## src/rtl/fetch_pc_unit.sv

```systemverilog
// Fetch-stage PC unit: sequential fetch, taken-branch redirect with a timed IF/ID squash,
// BL link-register write and a saturating taken-branch counter.
module fetch_pc_unit #(
    parameter int unsigned        ADDR_W       = 32,
    parameter logic [ADDR_W-1:0]  RESET_PC     = '0,
    parameter int unsigned        FLUSH_CYCLES = 1,
    parameter int unsigned        CNT_W        = 16
) (
    input  logic              clk,
    input  logic              reset_n,
    input  logic              stall,
    input  logic              t_address,
    input  logic              bl_reg,
    input  logic [ADDR_W-1:0] branch_target,
    input  logic [ADDR_W-1:0] id_pc,
    output logic [ADDR_W-1:0] pc_out,
    output logic              fetch_valid,
    output logic              if_id_flush,
    output logic              lr_we,
    output logic [ADDR_W-1:0] lr_data,
    output logic [CNT_W-1:0]  taken_count
);

    typedef enum logic [0:0] {StRun, StFlush} state_e;

    localparam logic [1:0]        CntInit = 2'(FLUSH_CYCLES - 1);
    localparam logic [ADDR_W-1:0] PcStep  = ADDR_W'(4);
    localparam state_e            RedirSt = (FLUSH_CYCLES > 1) ? StFlush : StRun;

    state_e              state_q, state_d;
    logic [1:0]          cnt_q, cnt_d;
    logic [ADDR_W-1:0]   pc_q, pc_d;
    logic [ADDR_W-1:0]   lr_data_q, lr_data_d;
    logic                flush_q, flush_d;
    logic                lr_we_q, lr_we_d;
    logic                valid_q;
    logic [CNT_W-1:0]    count_q, count_d;

    always_ff @(posedge clk or negedge reset_n) begin
        if (!reset_n) begin
            state_q   <= StRun;
            cnt_q     <= '0;
            pc_q      <= RESET_PC;
            lr_data_q <= '0;
            flush_q   <= 1'b0;
            lr_we_q   <= 1'b0;
            valid_q   <= 1'b0;
            count_q   <= '0;
        end else begin
            state_q   <= state_d;
            cnt_q     <= cnt_d;
            pc_q      <= pc_d;
            lr_data_q <= lr_data_d;
            flush_q   <= flush_d;
            lr_we_q   <= lr_we_d;
            valid_q   <= 1'b1;
            count_q   <= count_d;
        end
    end

    always_comb begin
        state_d   = state_q;
        cnt_d     = cnt_q;
        pc_d      = pc_q;
        lr_data_d = lr_data_q;
        flush_d   = flush_q;
        lr_we_d   = 1'b0;
        count_d   = count_q;
        // The first edge out of reset only raises fetch_valid; RESET_PC is fetched once.
        if (valid_q) begin
            case (state_q)
                StRun: begin
                    // A branch seen while a single-cycle squash is active is itself wrong-path.
                    if (t_address && !flush_q) begin
                        pc_d    = {branch_target[ADDR_W-1:2], 2'b00};
                        flush_d = 1'b1;
                        cnt_d   = CntInit;
                        state_d = RedirSt;
                        if (count_q != '1) count_d = count_q + CNT_W'(1);
                        if (bl_reg) begin
                            lr_we_d   = 1'b1;
                            lr_data_d = id_pc + PcStep;
                        end
                    end else begin
                        flush_d = 1'b0;
                        if (!stall) pc_d = pc_q + PcStep;
                    end
                end
                StFlush: begin
                    if (!stall) begin
                        pc_d = pc_q + PcStep;
                        if (cnt_q == 2'd0) begin
                            state_d = StRun;
                            flush_d = 1'b0;
                        end else begin
                            cnt_d = cnt_q - 2'd1;
                        end
                    end
                end
                default: state_d = StRun;
            endcase
        end
    end

    always_comb begin
        pc_out      = pc_q;
        fetch_valid = valid_q;
        if_id_flush = flush_q;
        lr_we       = lr_we_q;
        lr_data     = lr_data_q;
        taken_count = count_q;
    end

endmodule
```

## config.mk

```make
export PLATFORM = sky130hd
export DESIGN_NAME = fetch_pc_unit
export DESIGN_NICKNAME = d
export VERILOG_FILES = /design/src/rtl/fetch_pc_unit.sv
export SDC_FILE = /design/constraint.sdc
export NUM_CORES = 1
export LEC_CHECK = 0
export CORE_MARGIN = 10
export CORE_UTILIZATION = 47
export DETAILED_ROUTE_END_ITERATION = 6
export GPL_ROUTABILITY_DRIVEN = 0
export PLACE_DENSITY = 0.93
export SYNTH_ARGS = -nofsm -noshare
export SYNTH_HDL_FRONTEND = slang
export SYNTH_SLANG_ARGS = --single-unit
```

## constraint.sdc

```tcl
create_clock -name clk -period 2.3 [get_ports clk]
set_clock_uncertainty 0.15 [all_clocks]
set_input_delay 0.69 -clock clk [delete_from_list [all_inputs] [get_ports clk]]
set_output_delay 0.69 -clock clk [all_outputs]
set_load 0.02 [all_outputs]
```

==> run summary, run 1 <==
The critical path capture point type is an output port. The wire length of the first global-routing pass came out at 25900 um. The utilization after layout is 72.1%. The required arrival time at the worst endpoint is 1.46 ns. The net count reported at finish was 801. The number of antenna violations at the first check in global routing is 0, and the number of flops mapped to enable cells by yosys is 0. The clock input transition at the sequential cells of the worst setup and hold paths is 0.09 ns. The signal on the critical path passes through clkdlybuf4s50_1.

The async set-reset flop share out of synthesis was 100%. The clock latency on the worst-skew pair is 0.34 ns. The via count of the first global-routing pass is 5275, and the width of the die is 120 um. The number of hold violations in the final report was 0. The most instantiated flip-flop cell in the synthesis netlist was dfrtp_1. The slew of the pin with the lowest slew margin is 0.550 ns, and the number of sinks on the clock net is 84. TritonCTS built the clock tree.

The largest fanout on the critical path was 5; the largest buffer count on any clock path was 2. The maximum number of pins on one net before global-route repair was 60; the detail-routed net length per standard cell was 18.2 um. The tools report the beginning of the worst register-to-register path as taken_count[1]. The logs give 39.7% for the share of total power in combinational logic and 0 for the max-cap violation count.

The synthesized design contains 84 register bits. In the global route stage, overall resource usage came out at 21.5%. The synthesized netlist contains 56 unique library cells.

Number of clock buffers inserted by TritonCTS: 9. The maximum clock rate came out at 0.439 GHz. The slowest stage of the critical path belongs to the cell clkdlybuf4s50_1. STA classifies the critical path startpoint as a register. The worst min-delay path class is input port to async pin. The number of antenna diodes in the final layout is 0. Averaged over all synthesized cells, the footprint is 8.88 sq um. The biggest area contributor in the post-synthesis netlist is dfrtp_1. For the overall die area, the log shows 14400 sq um.

The total overflow left after global routing is 0. The area of combinational cells with multiple inputs was 2500 sq um; the residual DRC count was 4. Sorting the synthesized cells by area gives the leading types as dfrtp_1 45%, nand2_1 5.8%, xor2_1 5.6%, a21oi_1 4.6%, o21ai_0 4.5%.

The Yosys step of the flow raised 0 warnings. The number of buffer cells added on primary ports is 147. The critical path startpoint is pc_out[16]. Summing every instance area after synthesis gives 4710 sq um. The gate count after technology mapping was 531; the part of the total power dissipated in sequential elements was 40.1%. Proportion of layout cells with a drive suffix above 1: 13.5%.

Of the total power, the share spent switching nets is 38.1%. The total buffers and inverters traversed by the critical path works out to 1. The worst path meets setup with 0.0246 ns of slack. The internal power of the cells came out at 0.00337 W. The tools report the data arrival at the endpoint of the critical path as 1.44 ns. The clock root buffer is clkbuf_8. On the critical path the largest part of the delay comes from buffers and inverters. The pre-CTS worst setup slack is -0.308 ns, and the power per standard cell area is 772 nW/um^2. The logs give 0 for the number of nets with antenna violations after detailed routing and 5017 for the count of vias placed by the detailed router. The time the final worst path needs with I/O delays and setup works out to 2.28 ns. The share of the Yosys chip area taken by registers is 44.6%. The detailed-router iteration count before antenna repair is 7, and the max-slew violation total from the final report is 0. The peak supply drop was 0.554 mV. The placed wire-length estimate was 12100 um. Counting instances in the post-synthesis netlist gives the leading cell types as 84 x dfrtp_1, 73 x nand2_1, 43 x a21oi_1, 42 x o21ai_0, 37 x nand3_1. The tools report the total of hold buffers inserted after clock tree synthesis as 0. For the number of filler cells placed in the layout, the log shows 658. The die height works out to 120 um.

The final reports fail on DRC. The logs give 2100 sq um for the area taken by flip-flops and latches and 63.3% for the headroom to the max-slew limit. The synthesized design devotes to its leading area cell type 44.6% of total area. Setup violations remaining at the end of the flow were counted as 0. The run finished, with violations left. For this design the top-level I/O count stands at 152. The run gives 0.00207 W as the switching power total. The total wirelength of the detailed-routed design is 15800 um. For this configuration, the core starts out at a cell density of 48.2%. The total area inside the core boundary comes to 9770 sq um. The H-tree depth reported by CTS came out at 3.

For the number of design-rule violations left by the first detailed-router iteration, the log shows 542. In the finished design, the share of the clock period the worst path needs comes to 98.9%. On the worst path, the slowest cell contributes a delay of 0.65 ns. The most common cell in the synthesized netlist is dfrtp_1.

In the routed layout, each cell is associated on average with a via count of 5.79. The area growth from synthesis to layout is 49.6%. The type of the worst setup path is register to output port. The proportion of power drawn by the clock network was 20.2%. The tools report the leakage power total as 3.14 nW. The cell row count is 36.
==> what timing repair did <==
action                                  CTS  global route
endpoints found under the hold margin     0             0
endpoints found under the setup margin   11            30
buffers inserted                          0             2
gates resized for setup                  11            27
pin swaps                                 0             2
==> logic make-up (layout without fill, tap and decap cells) <==
| family | count (synthesis) | in the layout | synth area share [%] |
|---|---|---|---|
| AO/OA/AOI/OAI | 139 | 139 | 17.9 |
| multiplexers | 4 | 4 | 1.01 |
| other | 2 | 3 | 0.159 |
| adder cells (fa/ha/maj) | 4 | 4 | 1.06 |
| AND/OR/NAND/NOR | 221 | 221 | 24.6 |
| XOR/XNOR | 40 | 40 | 7.43 |
| buffers and inverters | 37 | 238 | 3.26 |
| flip-flops | 84 | 84 | 44.6 |
==> through the flow <==
step | TNS (ns) | total power (W) | instances | hold WS, ns | area (sq um)
6_report | 0 | 0.00544 | 866 | 0.154 | 7050
5_1_grt | -0.0385 | 0.00575 | 866 | 0.176 | 7050
4_1_cts | 0 | 0.00545 | 864 | 0.165 | 6960
3_5_place_dp | -10.49 | 0.00440 | 848 | 0.320 | 6770
3_3_place_gp | -7.04 | 0.00429 | 848 | 0.310 | 6770
2_1_floorplan | 0 | 0.00317 | 532 | 0.244 | 4720
==> worst register-to-register path, cell delays in order, from the launching register on <==
cell	delay (ns)
dfrtp_1	0.44
ha_1	0.23
and3_4	0.23
nand3_4	0.10
o41ai_4	0.45
mux2_4	0.34
==> sequential cells by signal, indices dropped and copies added, names as in the netlist <==
name	count
cnt_q	2
fetch_valid	1
pc_out	30
taken_count	16
lr_we	1
state_q	1
lr_data	32
if_id_flush	1
==> path summary, 6_finish.rpt <==
path / endpoint / slack, ns / depth (start not counted)
min in group clk: lr_data[22] / 0.33 / 2
worst min-delay path: pc_out[7] / 0.15 / 1
worst min register to register: lr_data[22] / 0.33 / 2
worst max register to register: taken_count[1] / 0.25 / 5
worst max-delay path: pc_out[16] / 0.02 / 1
max in group asynchronous: lr_data[29] / 1.30 / 2
==> metal layers <==
metal	GRT usage [%]	wire length, um
met5	0	0
met4	6.11	270
met2	38.8	8080
met1	23.3	6030
met3	7.31	1420
==> cells in the final DEF (no fill, tap or decap), types with 4 or more instances in the layout <==
| master | Yosys | layout |
|---|---|---|
| clkdlybuf4s50_1 | 0 | 116 |
| dfrtp_1 | 84 | 83 |
| nand2_1 | 73 | 73 |
| buf_4 | 2 | 60 |
| a21oi_1 | 43 | 43 |
| o21ai_0 | 42 | 39 |
| nand3_1 | 37 | 36 |
| nor2_1 | 35 | 35 |
| xor2_1 | 30 | 30 |
| nand4_1 | 20 | 20 |
| dlymetal6s2s_1 | 0 | 19 |
| o22ai_1 | 16 | 16 |
| nor3_1 | 16 | 15 |
| inv_1 | 11 | 11 |
| clkbuf_8 | 0 | 11 |
| dlygate4sd2_1 | 0 | 11 |
| xnor2_1 | 10 | 10 |
| and3_1 | 8 | 8 |
| and4_1 | 7 | 7 |
| o21ai_1 | 4 | 7 |
| a311oi_1 | 4 | 4 |
| o32ai_1 | 5 | 4 |
| ha_1 | 4 | 4 |
| buf_12 | 0 | 4 |
==> power by group through the flow <==
stage | logic [W] | clock network (W) | registers (W)
6_report | 0.00216 | 0.00110 | 0.00218
5_1_grt | 0.00234 | 0.00117 | 0.00224
4_1_cts | 0.00217 | 0.00111 | 0.00218
2_1_floorplan | 0.000631 | 0 | 0.00254
3_5_place_dp | 0.00220 | 0 | 0.00220
3_3_place_gp | 0.00212 | 0 | 0.00216
==> cell type report <==
| class | instances | area share [%] |
|---|---|---|
| Multi-Input combinational cell | 411 | 35.5 |
| Tap cell | 133 | 2.36 |
| Clock buffer | 12 | 2.20 |
| Timing Repair Buffer | 211 | 28.9 |
| Sequential cell | 84 | 29.8 |
| Inverter | 11 | 0.586 |
| Clock inverter | 4 | 0.674 |
No activity file was read; power rests on OpenSTA's default activity.
==> inputs of run 2 (changes only) <==
--- a/config.mk
+++ b/config.mk
@@ -5,11 +5,13 @@
 export SDC_FILE = /design/constraint.sdc
 export NUM_CORES = 1
 export LEC_CHECK = 0
+export CELL_PAD_IN_SITES_DETAIL_PLACEMENT = 1
+export CELL_PAD_IN_SITES_GLOBAL_PLACEMENT = 1
 export CORE_MARGIN = 10
-export CORE_UTILIZATION = 47
+export CORE_UTILIZATION = 34
 export DETAILED_ROUTE_END_ITERATION = 6
 export GPL_ROUTABILITY_DRIVEN = 0
-export PLACE_DENSITY = 0.93
+export PLACE_DENSITY = 0.92
 export SYNTH_ARGS = -nofsm -noshare
 export SYNTH_HDL_FRONTEND = slang
 export SYNTH_SLANG_ARGS = --single-unit
==> run summary, run 2 (synthesis results as in run 1) <==
The number of hold violations in the final report is 0, and the internal power of the cells is 0.00370 W. STA classifies the critical path startpoint as a register. The worst-case IR drop observed on VDD is 0.425 mV. The clock root buffer was clkbuf_16. The worst setup path is of the register to output port kind. The number of nets with antenna violations after detailed routing is 0. In the final routing, the length of wire on met1 measures 7080 um.

Per report_power, the clock group accounts for 25.7% of the total. The area of combinational cells with multiple inputs is 2540 sq um, and the time the final worst path needs with I/O delays and setup is 2.26 ns. The maximum number of pins on one net before global-route repair came out at 59. The critical path goes through clkdlybuf4s50_1. The number of buffer cells added on primary ports was 147; the worst hold slack after final layout was 0.0887 ns. The clock input transition at the sequential cells of the worst setup and hold paths was 0.06 ns; the total stage count of the critical path was 1. Counting every sink on the clock net gives 84. Worst min-delay path class: input port to async pin. The cell family contributing the most delay on the critical path was buffers and inverters.

The largest incremental delay on the critical path is 0.65 ns. For this run, design rule violations remaining after detail routing come to 0. The largest fanout on the critical path came out at 5. The worst register-to-register path has a depth of 5.

Setup repair after global routing could not meet its margin everywhere. For this run, the top clock speed supported by timing is 0.442 GHz. For the via count of the first global-routing pass, the log shows 5606.

Dividing the final minimum period by the clock period gives 98.4%. Summing all flip-flop and latch instances after layout gives 2100 sq um. The total of hold buffers inserted after clock tree synthesis is 0, and the number of cells after detailed placement is 899.

From synthesis to final layout, the design area changed by 54.6%. The total buffers and inverters traversed by the critical path came out at 1. The detailed router used layers up to and including met4.

For this run, the detailed router's first-pass iteration total came to 4. The tools report the number of filler cells placed in the layout as 1554. The slew of the pin with the lowest slew margin was 0.583 ns; the total of endpoints with negative setup slack in the final report was 0.

The run finished with clean final reports. The final route contains 5056 vias. The floorplan step set the die width to 138 um. Counting the buffers created by CTS gives 9. In the layout the commonest cells are 116 x clkdlybuf4s50_1, 83 x dfrtp_1, 73 x nand2_1, 66 x buf_4, 43 x a21oi_1. CTS built an H-tree with a depth of 3. The number of flip-flops in the largest register is 32, and the headroom to the max-slew limit is 61.2%. The routed design has 18500 um of wire. Dividing total power by cell area gives a power density of 812 nW/um^2.

Row generation in the floorplan step produced 42 rows. The cell at the slowest stage of the critical path was clkdlybuf4s50_1. In the final routed layout, each cell accounts on average for 20.2 um.

Max-cap violation count: 0. Of the cells placed in the final design, the portion with a size suffix greater than 1 is 15.1%. The tools report the leakage power total as 3.17 nW. The boundary pin count is 152, and the length of routed met3 wiring is 1430 um. After detailed routing, the met2 layer carries 9560 um of wire. For this design the total switching power over the nets is 0.00221 W. For the count of inserted antenna diode cells, the log shows 0.

Across all register-to-register paths, the minimum setup slack is 0.10 ns. The wire length of the first global-routing pass was 29200 um; the data arrival at the endpoint of the critical path was 1.42 ns. The share of total power in combinational logic is 36.9%. For this configuration, the core starts out at a cell density of 35.2%. Global routing consumed, over all layers together, 19.4% of the routing resources. The core region area was 13400 sq um.

TritonCTS built the clock tree. The final non-filler cell total was 916; the largest buffer count on any clock path was 2. The critical path capture point type was an output port.

The clock latency on the worst-skew pair was 0.35 ns; the overall overflow remaining after global route was 0. In the routed layout, each cell is associated on average with a via count of 5.52. The part of the total power dissipated in sequential elements was 37.4%; the switching part of the total power was 37.4%. The tools report the number of antenna violations at the first check in global routing as 0. The most frequent standard cell in the layout excluding fill and tap cells is clkdlybuf4s50_1.

The net count reported at finish was 808; the placed wire-length estimate was 14000 um. The logs give 215 for the number of design-rule violations left by the first detailed-router iteration and 0 for the max-slew violation total from the final report. The die covers 19000 sq um. Data on the critical path is required at its endpoint by 1.46 ns. The die is 138 um tall.
==> run 2: changes by cell type in the layout (fill, tap and decap cells not counted), sizes merged <==
cell,change
dlygate4sd2,+5
buf,+7
dlymetal6s2s,-5
==> run 2: final timing paths <==
kind,startpoint,to
max,pc_out[11],pc_out[11]
min,reset_n,lr_data[12]
max reg2reg,taken_count[0],taken_count[1]
min reg2reg,lr_data[0],lr_data[0]
max in group asynchronous,reset_n,lr_data[20]
min in group clk,lr_data[0],lr_data[0]
==> run 2: area by class of cell <==
class,count,share of cell area (%)
Tap cell,176,3.02
Clock buffer,12,3.52
Inverter,11,0.567
Multi-Input combinational cell,411,34.9
Timing Repair Buffer,218,28.5
Clock inverter,4,0.652
Sequential cell,84,28.9
==> run 2: metrics by stage <==
step	cell area [sq um]	util (%)	total power (W)	setup WS, ns	setup TNS (ns)
global placement	6880	51.3	0.00433	-0.237	-9.86
global route	7290	54.4	0.00623	-0.0146	-0.0231
finish	7290	54.4	0.00591	0.0376	0
floorplan	4720	-	0.00317	0.134	0
CTS	7160	53.5	0.00594	0.00161	0
detailed placement	6880	51.3	0.00446	-0.367	-15.40
==> run 2: power groups by stage <==
| stage | combinational [W] | sequential (W) | clock [W] |
|---|---|---|---|
| after floorplan | 0.000631 | 0.00254 | 0 |
| after global placement | 0.00214 | 0.00219 | 0 |
| after detailed placement | 0.00223 | 0.00223 | 0 |
| after CTS | 0.00219 | 0.00221 | 0.00155 |
| after global routing | 0.00236 | 0.00227 | 0.00160 |
| final | 0.00219 | 0.00221 | 0.00152 |
==> run 2: timing repair <==
item / in CTS / in global routing
gates cloned: 0 / 0
resized for setup: 16 / 31
setup buffers: 0 / 1
endpoints found under the setup margin: 16 / 40
pin swaps: 0 / 5
==> run 2: routing by layer <==
metal  track usage, %  vias to the layer above
met5                0                        -
met4             6.72                        0
met3             6.77                       32
met2             35.0                      159
met1             20.3                     2521
li1                 -                     2344
